<file path="config.mk">
export PLATFORM = sky130hd
export DESIGN_NAME = wb_burst_responder
export DESIGN_NICKNAME = d
export VERILOG_FILES = /design/src/rtl/wb_burst_responder_pkg.sv /design/src/rtl/wb_burst_responder_store.sv /design/src/rtl/wb_burst_responder.sv
export SDC_FILE = /design/constraint.sdc
export NUM_CORES = 1
export LEC_CHECK = 0
export ABC_AREA = 0
export ABC_CLOCK_PERIOD_IN_PS = 3900
export CORE_MARGIN = 5
export CORE_UTILIZATION = 50
export CTS_CLUSTER_DIAMETER = 150
export DETAILED_ROUTE_END_ITERATION = 16
export GPL_TIMING_DRIVEN = 0
export PLACE_DENSITY = 0.66
export SYNTH_ARGS = -nofsm -noshare
export SYNTH_HDL_FRONTEND = slang
export SYNTH_SLANG_ARGS = --single-unit
</file>
<file path="constraint.sdc">
create_clock -name i_clk -period 3.9 [get_ports i_clk]
set_clock_uncertainty 0.15 [all_clocks]
set_input_delay 0.585 -clock i_clk [delete_from_list [all_inputs] [get_ports i_clk]]
set_output_delay 0.585 -clock i_clk [all_outputs]
set_load 0.1 [all_outputs]
</file>
<file path="src/rtl/wb_burst_responder_pkg.sv">
// Shared Wishbone core-bus definitions: bus widths, burst beat counts and
// the responder state encoding. Used by both responder and master side.
package wb_burst_responder_pkg;

  localparam int WB_DATA_W   = 16;
  localparam int WB_ADDR_W   = 24;
  localparam int WB_SEL_BITS = 2;

  localparam logic [3:0] BURST_1 = 4'd1;
  localparam logic [3:0] BURST_4 = 4'd4;
  localparam logic [3:0] BURST_8 = 4'd8;

  typedef enum logic [0:0] {
    ST_IDLE = 1'b0,
    ST_RESP = 1'b1
  } wb_state_e;

  // Beat count from the burst qualifiers; the 8-beat flag has priority.
  function automatic logic [3:0] burst_beats(input logic b4, input logic b8);
    if (b8) begin
      return BURST_8;
    end else if (b4) begin
      return BURST_4;
    end
    return BURST_1;
  endfunction

endpackage

</file>
<file path="src/rtl/wb_burst_responder_store.sv">
// Word store behind the responder: byte-masked synchronous write port and
// a combinational read port so the top can register read data itself.
module wb_burst_responder_store
  import wb_burst_responder_pkg::*;
#(
  parameter int DEPTH_LOG2 = 5
) (
  input  logic                   i_clk,
  input  logic                   i_we,
  input  logic [DEPTH_LOG2-1:0]  i_waddr,
  input  logic [WB_DATA_W-1:0]   i_wdat,
  input  logic [WB_SEL_BITS-1:0] i_wsel,
  input  logic [DEPTH_LOG2-1:0]  i_raddr,
  output logic [WB_DATA_W-1:0]   o_rdat
);

  logic [WB_SEL_BITS-1:0][7:0] mem_q [2**DEPTH_LOG2];

  // Byte-lane write: only lanes with their select bit set are updated.
  always_ff @(posedge i_clk) begin
    if (i_we) begin
      for (int b = 0; b < WB_SEL_BITS; b++) begin
        if (i_wsel[b]) begin
          mem_q[i_waddr][b] <= i_wdat[b*8 +: 8];
        end
      end
    end
  end

  // Combinational read; the top captures this into its output register.
  always_comb begin
    o_rdat = mem_q[i_raddr];
  end

endmodule

</file>
<file path="src/rtl/wb_burst_responder.sv">
// Wishbone burst responder: accepts single, 4- and 8-beat transfers,
// produces one registered ack/err per beat with per-beat range checking,
// and serves reads/writes from a small internal word store.
module wb_burst_responder
  import wb_burst_responder_pkg::*;
#(
  parameter logic [WB_ADDR_W-1:0] BASE_ADDR  = 24'h002000,
  parameter int                   DEPTH_LOG2 = 5
) (
  input  logic                   i_clk,
  input  logic                   i_rst,
  input  logic                   i_wb_cyc,
  input  logic                   i_wb_stb,
  input  logic                   i_wb_we,
  input  logic [WB_ADDR_W-1:0]   i_wb_adr,
  input  logic [WB_DATA_W-1:0]   i_wb_dat,
  input  logic [WB_SEL_BITS-1:0] i_wb_sel,
  input  logic                   i_wb_4_burst,
  input  logic                   i_wb_8_burst,
  output logic                   o_wb_ack,
  output logic                   o_wb_err,
  output logic [WB_DATA_W-1:0]   o_wb_dat,
  output logic                   o_busy
);

  wb_state_e            state_q, state_d;
  logic [WB_ADDR_W-1:0] beat_adr_q, beat_adr_d;
  logic                 we_q, we_d;
  logic [3:0]           beats_q, beats_d;
  logic [3:0]           cnt_q, cnt_d;
  logic                 ack_q, ack_d;
  logic                 err_q, err_d;
  logic [WB_DATA_W-1:0] dat_q, dat_d;

  // The "probe" address is the beat whose response is prepared this cycle
  // and registered at the coming edge: the request address in IDLE, the
  // next sequential beat in RESP.
  logic [WB_ADDR_W-1:0]  probe_adr;
  logic [WB_ADDR_W-1:0]  probe_off;
  logic                  probe_in_range;
  logic [DEPTH_LOG2-1:0] cur_idx;
  logic [WB_DATA_W-1:0]  rd_data;
  logic                  wr_en;

  // Address generation, range check and write qualification.
  always_comb begin
    probe_adr      = (state_q == ST_IDLE) ? i_wb_adr : beat_adr_q + 24'd1;
    probe_off      = probe_adr - BASE_ADDR;
    // Unsigned offset test covers both the lower and upper bound at once.
    probe_in_range = ((probe_off >> DEPTH_LOG2) == '0);
    cur_idx        = beat_adr_q[DEPTH_LOG2-1:0] - BASE_ADDR[DEPTH_LOG2-1:0];
    // A write commits only at the end of an ack cycle that was not aborted.
    wr_en          = (state_q == ST_RESP) && i_wb_cyc && ack_q && we_q;
  end

  wb_burst_responder_store #(
    .DEPTH_LOG2(DEPTH_LOG2)
  ) u_store (
    .i_clk  (i_clk),
    .i_we   (wr_en),
    .i_waddr(cur_idx),
    .i_wdat (i_wb_dat),
    .i_wsel (i_wb_sel),
    .i_raddr(probe_off[DEPTH_LOG2-1:0]),
    .o_rdat (rd_data)
  );

  // FSM next state: accept in IDLE, step through beats in RESP, abort on cyc low.
  always_comb begin
    state_d    = state_q;
    beat_adr_d = beat_adr_q;
    we_d       = we_q;
    beats_d    = beats_q;
    cnt_d      = cnt_q;
    ack_d      = 1'b0;
    err_d      = 1'b0;
    dat_d      = '0;
    case (state_q)
      ST_IDLE: begin
        if (i_wb_cyc && i_wb_stb) begin
          state_d    = ST_RESP;
          beat_adr_d = i_wb_adr;
          we_d       = i_wb_we;
          beats_d    = burst_beats(i_wb_4_burst, i_wb_8_burst);
          cnt_d      = 4'd0;
          ack_d      = probe_in_range;
          err_d      = !probe_in_range;
          dat_d      = (probe_in_range && !i_wb_we) ? rd_data : '0;
        end
      end
      ST_RESP: begin
        if (!i_wb_cyc || (cnt_q == beats_q - 4'd1)) begin
          state_d = ST_IDLE;
          cnt_d   = 4'd0;
        end else begin
          cnt_d      = cnt_q + 4'd1;
          beat_adr_d = probe_adr;
          ack_d      = probe_in_range;
          err_d      = !probe_in_range;
          dat_d      = (probe_in_range && !we_q) ? rd_data : '0;
        end
      end
      default: begin
        state_d = ST_IDLE;
      end
    endcase
  end

  // State and registered response outputs.
  always_ff @(posedge i_clk or posedge i_rst) begin
    if (i_rst) begin
      state_q    <= ST_IDLE;
      beat_adr_q <= '0;
      we_q       <= 1'b0;
      beats_q    <= BURST_1;
      cnt_q      <= 4'd0;
      ack_q      <= 1'b0;
      err_q      <= 1'b0;
      dat_q      <= '0;
    end else begin
      state_q    <= state_d;
      beat_adr_q <= beat_adr_d;
      we_q       <= we_d;
      beats_q    <= beats_d;
      cnt_q      <= cnt_d;
      ack_q      <= ack_d;
      err_q      <= err_d;
      dat_q      <= dat_d;
    end
  end

  // Outputs are registered; only the abort path gates them with live cyc.
  always_comb begin
    o_wb_ack = ack_q && i_wb_cyc;
    o_wb_err = err_q && i_wb_cyc;
    o_wb_dat = i_wb_cyc ? dat_q : '0;
    o_busy   = (state_q == ST_RESP);
  end

endmodule

</file>
==> results of run 1 <==
-- state kept, by name, indices dropped and copies added, names as in the netlist --
signal,count
ack_q,1
beat_adr_q,24
beats_q,3
cnt_q,4
dat_q,16
err_q,1
o_busy,1
u_store.mem_q,512
we_q,1
-- cells in the final DEF, fill, tap and decap left out, drive strengths merged, types with 3 or more instances in the layout --
cell type / instances
o21ai: 20
nor4: 5
a211o: 16
a21oi: 30
dlygate4sd2: 10
bufinv: 3
and3: 72
nor2: 93
xnor2: 11
a311o: 32
xor2: 5
nand2b: 5
o22ai: 13
nand3b: 4
clkdlybuf4s50: 42
nand3: 188
nor3: 8
nand4: 7
edfxtp: 512
ha: 6
mux2: 6
or4: 6
mux2i: 18
dfrtp: 50
inv: 16
clkbuf: 169
a31oi: 21
a311oi: 61
a211oi: 17
o31ai: 3
and2: 20
nand2: 550
buf: 55
clkinv: 27
-- worst max-delay path by stage --
stage                              from                    end  slack (ps)  cells past startpoint
after floorplan                  o_busy  u_store.mem_q[15][10]         460                      8
after global placement      i_wb_adr[1]               dat_q[4]        -560                      9
after detailed placement    i_wb_adr[1]               dat_q[3]        -600                      9
after CTS                        o_busy   u_store.mem_q[28][3]        -370                      8
after global routing             o_busy   u_store.mem_q[14][8]        -160                      8
final                     beat_adr_q[1]               dat_q[0]         -40                     10
-- repair_timing --
item | in CTS | in global routing
setup buffers | 2 | 0
setup endpoints to repair | 538 | 504
resized for setup | 97 | 62
-- worst register-to-register path, cell delays in order (launching register included) --
cell and delay [ps]:
dfrtp_1 470, and3_1 210, buf_2 160, xnor2_2 250
a21o_1 160, clkbuf_1 480, buf_2 460, buf_2 340
a31oi_1 290, a211o_1 360, a211oi_1 430
-- power by group --
| part | switching (mW) | internal (mW) |
|---|---|---|
| clock network | 2.32 | 2.96 |
| logic | 2.79 | 1.14 |
| registers | 0.128 | 6.68 |
| total | 5.23 | 10.8 |
-- area by class of cell --
class	instances	area (sq um)	area share
plain buffers	137	613	0.0224
clock buffers	70	1520	0.0553
clock inverters	35	268	0.00977
inverters	12	45.0	0.00164
multi-input cells	1243	6920	0.253
flip-flops and latches	563	16700	0.607
well taps	615	769	0.0281
repair buffers	69	626	0.0228
-- routing by layer --
metal / track usage / part of all wire / vias to the layer above
li1: - / - / 7442
met1: 0.367 / 0.40 / 8207
met2: 0.419 / 0.47 / 788
met3: 0.0542 / 0.095 / 136
met4: 0.0930 / 0.035 / 0
met5: 0 / 0 / -
-- cell families after synthesis --
logic type	synth area share
buffers and inverters	0.0264
and+or+nand+nor	0.178
adders and majority gates	0.00315
xor gates and xnor gates	0.00620
muxes	0.0106
DFF	0.699
AOI/OAI and AO/OA	0.0764
-- stage by stage --
step                instances  setup slack, ps  total power, mW  hold WS, ps  instance area, sq um
floorplan                1958              460             9.18          300                 23800
global placement         2639             -562             10.6          316                 25300
detailed placement       2640             -604             10.6          327                 25200
CTS                      2746             -365             15.9         55.1                 27300
global route             2744             -157             16.6         93.0                 27400
finish                   2744            -41.2             16.0         71.3                 27400
==> results.sh, run 1 <==
export IMPL_finalCritPeriodShare=1.01
export IMPL_ant_nets=0
export IMPL_period_needed_ps=3940
export IMPL_antenna_found_initial=2
export IMPL_dieArea_sq_mm=0.0521
export IMPL_finalSetupTns_ps=-51.4
export IMPL_clock_path_buffers=3
export IMPL_status="finished with violations"
export IMPL_path_max_fanout=10
export IMPL_die_w_microns=228
export IMPL_clock_latency_ps=630
export IMPL_hpwl_microns=47500
export IMPL_clock_sinks=563
export IMPL_crit_type="flip-flop to flip-flop"
export IMPL_maxCapViolCount=0
export IMPL_synth_most_common_cell="nand2_1"
export IMPL_hold_viol=0
export IMPL_r2r_start="beat_adr_q[1]"
export IMPL_synth_top_cell_area_share=0.645
export IMPL_rsz0062_at_grt="yes"
export IMPL_synth_fp_nets=2013
export IMPL_drt_iter0_drc=2068
export IMPL_root_buffer="clkbuf_16"
export IMPL_first_pass_iters=6
export IMPL_p_per_area_mw_per_mm2=584
export IMPL_diodes=0
export IMPL_synthCells=1958
export IMPL_relSlewSlack=0.0247
export IMPL_place_congestion=1.00
export IMPL_cp_buffers_inverters=4
export IMPL_area_delta_synth_final_pct=15.1
export IMPL_violations="negative setup slack"
export IMPL_ys_top_cells_by_area="edfxtp_1 65%, nand2_1 8.7%, dfrtp_1 5.3%"
export IMPL_crit_family="buffers and inverters"
export IMPL_worst_slew_pin_slew_ps=1460
export IMPL_syn_area_sq_mm=0.0238
export IMPL_via_count=16573
export IMPL_fin_ws_ps=-41.2
export IMPL_maxSlewViolCount=0
export IMPL_cts_hold_buf=0
export IMPL_synthArstFlopShare=0.0906
export IMPL_post_route_drc_count=0
export IMPL_viasPerCell=6.04
export IMPL_drive_gt1_frac=0.119
export IMPL_cts_buffers=57
export IMPL_core_sq_mm=0.0474
export IMPL_grt_pass1_vias=16139
export IMPL_slowest_stage="clkbuf_1"
export IMPL_synth_ff_type="edfxtp_1"
export IMPL_critPathMostFrequentCell="buf_2"
export IMPL_endpoint_kind="flip-flop"
export IMPL_cp_arrival_ps=4240
export IMPL_final_util=0.578
export IMPL_grt_usage=0.264
export IMPL_yosys_warnings=0
export IMPL_clk_pin_slew_ps=60
export IMPL_io_buffers=66
export IMPL_synth_area_leader_cell="edfxtp_1"
export IMPL_ys_ff_latch=563
export IMPL_setup_viol=2
export IMPL_die_h_microns=228
export IMPL_grt_pass1_wl_microns=104000
export IMPL_start_kind="flip-flop"
export IMPL_grt_max_degree=42
export IMPL_rows=80
export IMPL_ir_drop_mv=0.381
export IMPL_io_pin_count=68
export IMPL_initial_core_util=0.502
export IMPL_r2r_end="dat_q[0]"
export IMPL_synth_edf_count=512
export IMPL_crit_chain="and3_1, buf_2, xnor2_2, a21o_1, clkbuf_1, buf_2, buf_2, a31oi_1, a211o_1, a211oi_1"
export IMPL_nFillCells=3850
export IMPL_regToRegSetupSlack_ps=-40
export IMPL_p_leak_nw=9.52
export IMPL_ys_top_cells_by_count="550 x nand2_1, 512 x edfxtp_1, 186 x nand3_1, 93 x nor2_1, 90 x clkbuf_1"
export IMPL_drt_total_wl_microns=70000
export IMPL_syn_avg_cell_area_sq_um=12.2
export IMPL_rr_worst_depth=10
export IMPL_cts_tree="done"
export IMPL_fin_nets=2138
export IMPL_required_ps=4200
export IMPL_grt_overflow=0
export IMPL_avgRoutedWirePerCell_microns=25.5
export IMPL_synthDistinctLibCells=63
export IMPL_yosysSeqAreaShare=0.699
export IMPL_slowest_delay_ps=480
export IMPL_hp_class="primary input to asynchronous set/reset pin"
export IMPL_htreeDepth=2
export IMPL_fmax_mhz=254
No activity file was read; power rests on OpenSTA's default activity.
==> inputs of run 2 (changes only) <==
--- a/config.mk
+++ b/config.mk
@@ -13,6 +13,7 @@
 export DETAILED_ROUTE_END_ITERATION = 16
 export GPL_TIMING_DRIVEN = 0
 export PLACE_DENSITY = 0.66
+export RECOVER_POWER = 25
 export SYNTH_ARGS = -nofsm -noshare
 export SYNTH_HDL_FRONTEND = slang
 export SYNTH_SLANG_ARGS = --single-unit
==> run 2 against run 1 <==
Against the previous run: sequential power about the same; the run ends with max-capacitance violations, max-slew violations, negative setup slack left; maximum frequency up 0.23%; worst hold slack better by 190 ps; utilization shrank 0.050 points; sequential share of layout area up 0.053 points.
==> results.sh, run 2 (synthesized netlist as in run 1, its figures left out) <==
export IMPL_status="finished with violations"
export IMPL_violations="max-capacitance violations, max-slew violations, negative setup slack"
export IMPL_via_count=16653
export IMPL_ant_nets=0
export IMPL_endpoint_kind="flip-flop"
export IMPL_rows=80
export IMPL_post_route_drc_count=0
export IMPL_mostFrequentLayoutCell="nand2_1"
export IMPL_fin_nets=2138
export IMPL_initial_core_util=0.502
export IMPL_start_kind="flip-flop"
export IMPL_drive_gt1_frac=0.115
export IMPL_placed_cells=2640
export IMPL_hold_viol=0
export IMPL_grt_max_degree=42
export IMPL_ir_drop_mv=0.376
export IMPL_first_pass_iters=6
export IMPL_finalNonFillerCells=2745
export IMPL_viasPerCell=6.07
export IMPL_clock_sinks=563
export IMPL_drt_iter0_drc=2084
export IMPL_hp_class="primary input to asynchronous set/reset pin"
export IMPL_antenna_found_initial=2
export IMPL_grt_pass1_vias=16139
export IMPL_die_w_microns=228
export IMPL_pre_cts_slack_ps=-604
export IMPL_p_leak_nw=9.49
export IMPL_grt_overflow=0
export IMPL_cts_tree="done"
export IMPL_crit_type="flip-flop to flip-flop"
export IMPL_period_needed_ps=3930
export IMPL_maxSlewViolCount=306
export IMPL_avgRoutedWirePerCell_microns=25.5
export IMPL_mostFrequentLayoutCells="542 x nand2_1, 512 x edfxtp_1, 186 x nand3_1"
export IMPL_clk_pin_slew_ps=60
export IMPL_grt_usage=0.264
export IMPL_setup_viol=1
export IMPL_root_buffer="clkbuf_16"
export IMPL_required_ps=4200
export IMPL_drt_total_wl_microns=70100
export IMPL_p_per_area_mw_per_mm2=585
export IMPL_cp_arrival_ps=4230
export IMPL_clock_path_buffers=3
export IMPL_largest_reg_flops=512
export IMPL_relSlewSlack=-0.516
export IMPL_finalCritPeriodShare=1.01
export IMPL_io_pin_count=68
export IMPL_rsz0062_at_grt="yes"
export IMPL_clock_latency_ps=630
export IMPL_hpwl_microns=47500
export IMPL_grt_pass1_wl_microns=104000
export IMPL_cts_buffers=57
export IMPL_die_h_microns=228
export IMPL_core_sq_mm=0.0474
export IMPL_worst_slew_pin_slew_ps=2270
export IMPL_place_congestion=1.00
export IMPL_fmax_mhz=254
export IMPL_htreeDepth=2
export IMPL_area_delta_synth_final_pct=15.0
export IMPL_io_buffers=66
export IMPL_dieArea_sq_mm=0.0521
export IMPL_power_total_mw=16.0
export IMPL_maxCapViolCount=9
export IMPL_largest_registers="u_store.mem_q: 512 flops, beat_adr_q: 24 flops, dat_q: 16 flops"
export IMPL_largest_register="u_store.mem_q"
export IMPL_path_max_fanout=10
export IMPL_fin_ws_ps=-32.2
run 2: cell count changes in the layout (fill, tap and decap cells not counted), sizes merged:
cell           before  now
buf                55   46
clkbuf            169  178
clkdlybuf4s50      42   41
diode               0    1
dlygate4sd3         0    1
run 2: through the flow:
step | utilization | hold WS (ps) | setup TNS (ps) | cell area, sq um
after floorplan | - | 300 | 0 | 23800
after global placement | 0.532 | 316 | -105340 | 25300
after detailed placement | 0.532 | 327 | -130690 | 25200
after CTS | 0.575 | 55.1 | -102560 | 27300
after global routing | 0.577 | 299 | -25190 | 27400
final | 0.577 | 261 | -32.2 | 27400
run 2: path summary, 6_finish.rpt:
check,to,cells past startpoint,start,slack (ps)
min in group i_clk,beats_q[2],2,beats_q[2],340
max in group asynchronous,dat_q[2],3,i_rst,850
worst max-delay path,dat_q[4],11,beat_adr_q[0],-30
worst max register to register,dat_q[4],11,beat_adr_q[0],-30
worst min register to register,beats_q[2],2,beats_q[2],340
worst min-delay path,beat_adr_q[21],2,i_rst,260
run 2: critical path, cell delays in order (launching register included):
cell,delay (ps)
dfrtp_1,470
inv_1,170
ha_1,410
mux2_2,420
clkbuf_4,330
buf_4,260
buf_2,280
nand2_1,80
nand3_1,120
a31oi_1,240
a211o_1,370
a211oi_1,440
run 2: repair_timing:
action | CTS | global route
hold buffers | 0 | 0
setup endpoints to repair | 538 | 504
endpoints found under the hold margin | 0 | 0
gates resized for setup | 97 | 62
setup buffers | 2 | 0
run 2: layout make-up:
class	count	area [sq um]
sequential	563	16700
clock buffer	70	1520
inverter	12	45.0
multi-input combinational	1243	6920
clock inverter	35	268
buffer	137	613
timing repair buffer	69	599
antenna	1	2.50
tap	615	769
fill	3860	20100
run 2: where the power goes:
part	switching [mW]	internal [mW]
logic	2.80	1.14
clock network	2.32	2.96
registers	0.127	6.69
total	5.25	10.8
run 2: metal layers:
metal,GRT usage,up-vias,share of wire
met3,0.0542,144,0.098
met1,0.367,8225,0.40
met4,0.0930,0,0.037
li1,-,7445,-
met2,0.419,839,0.47
met5,0,-,0
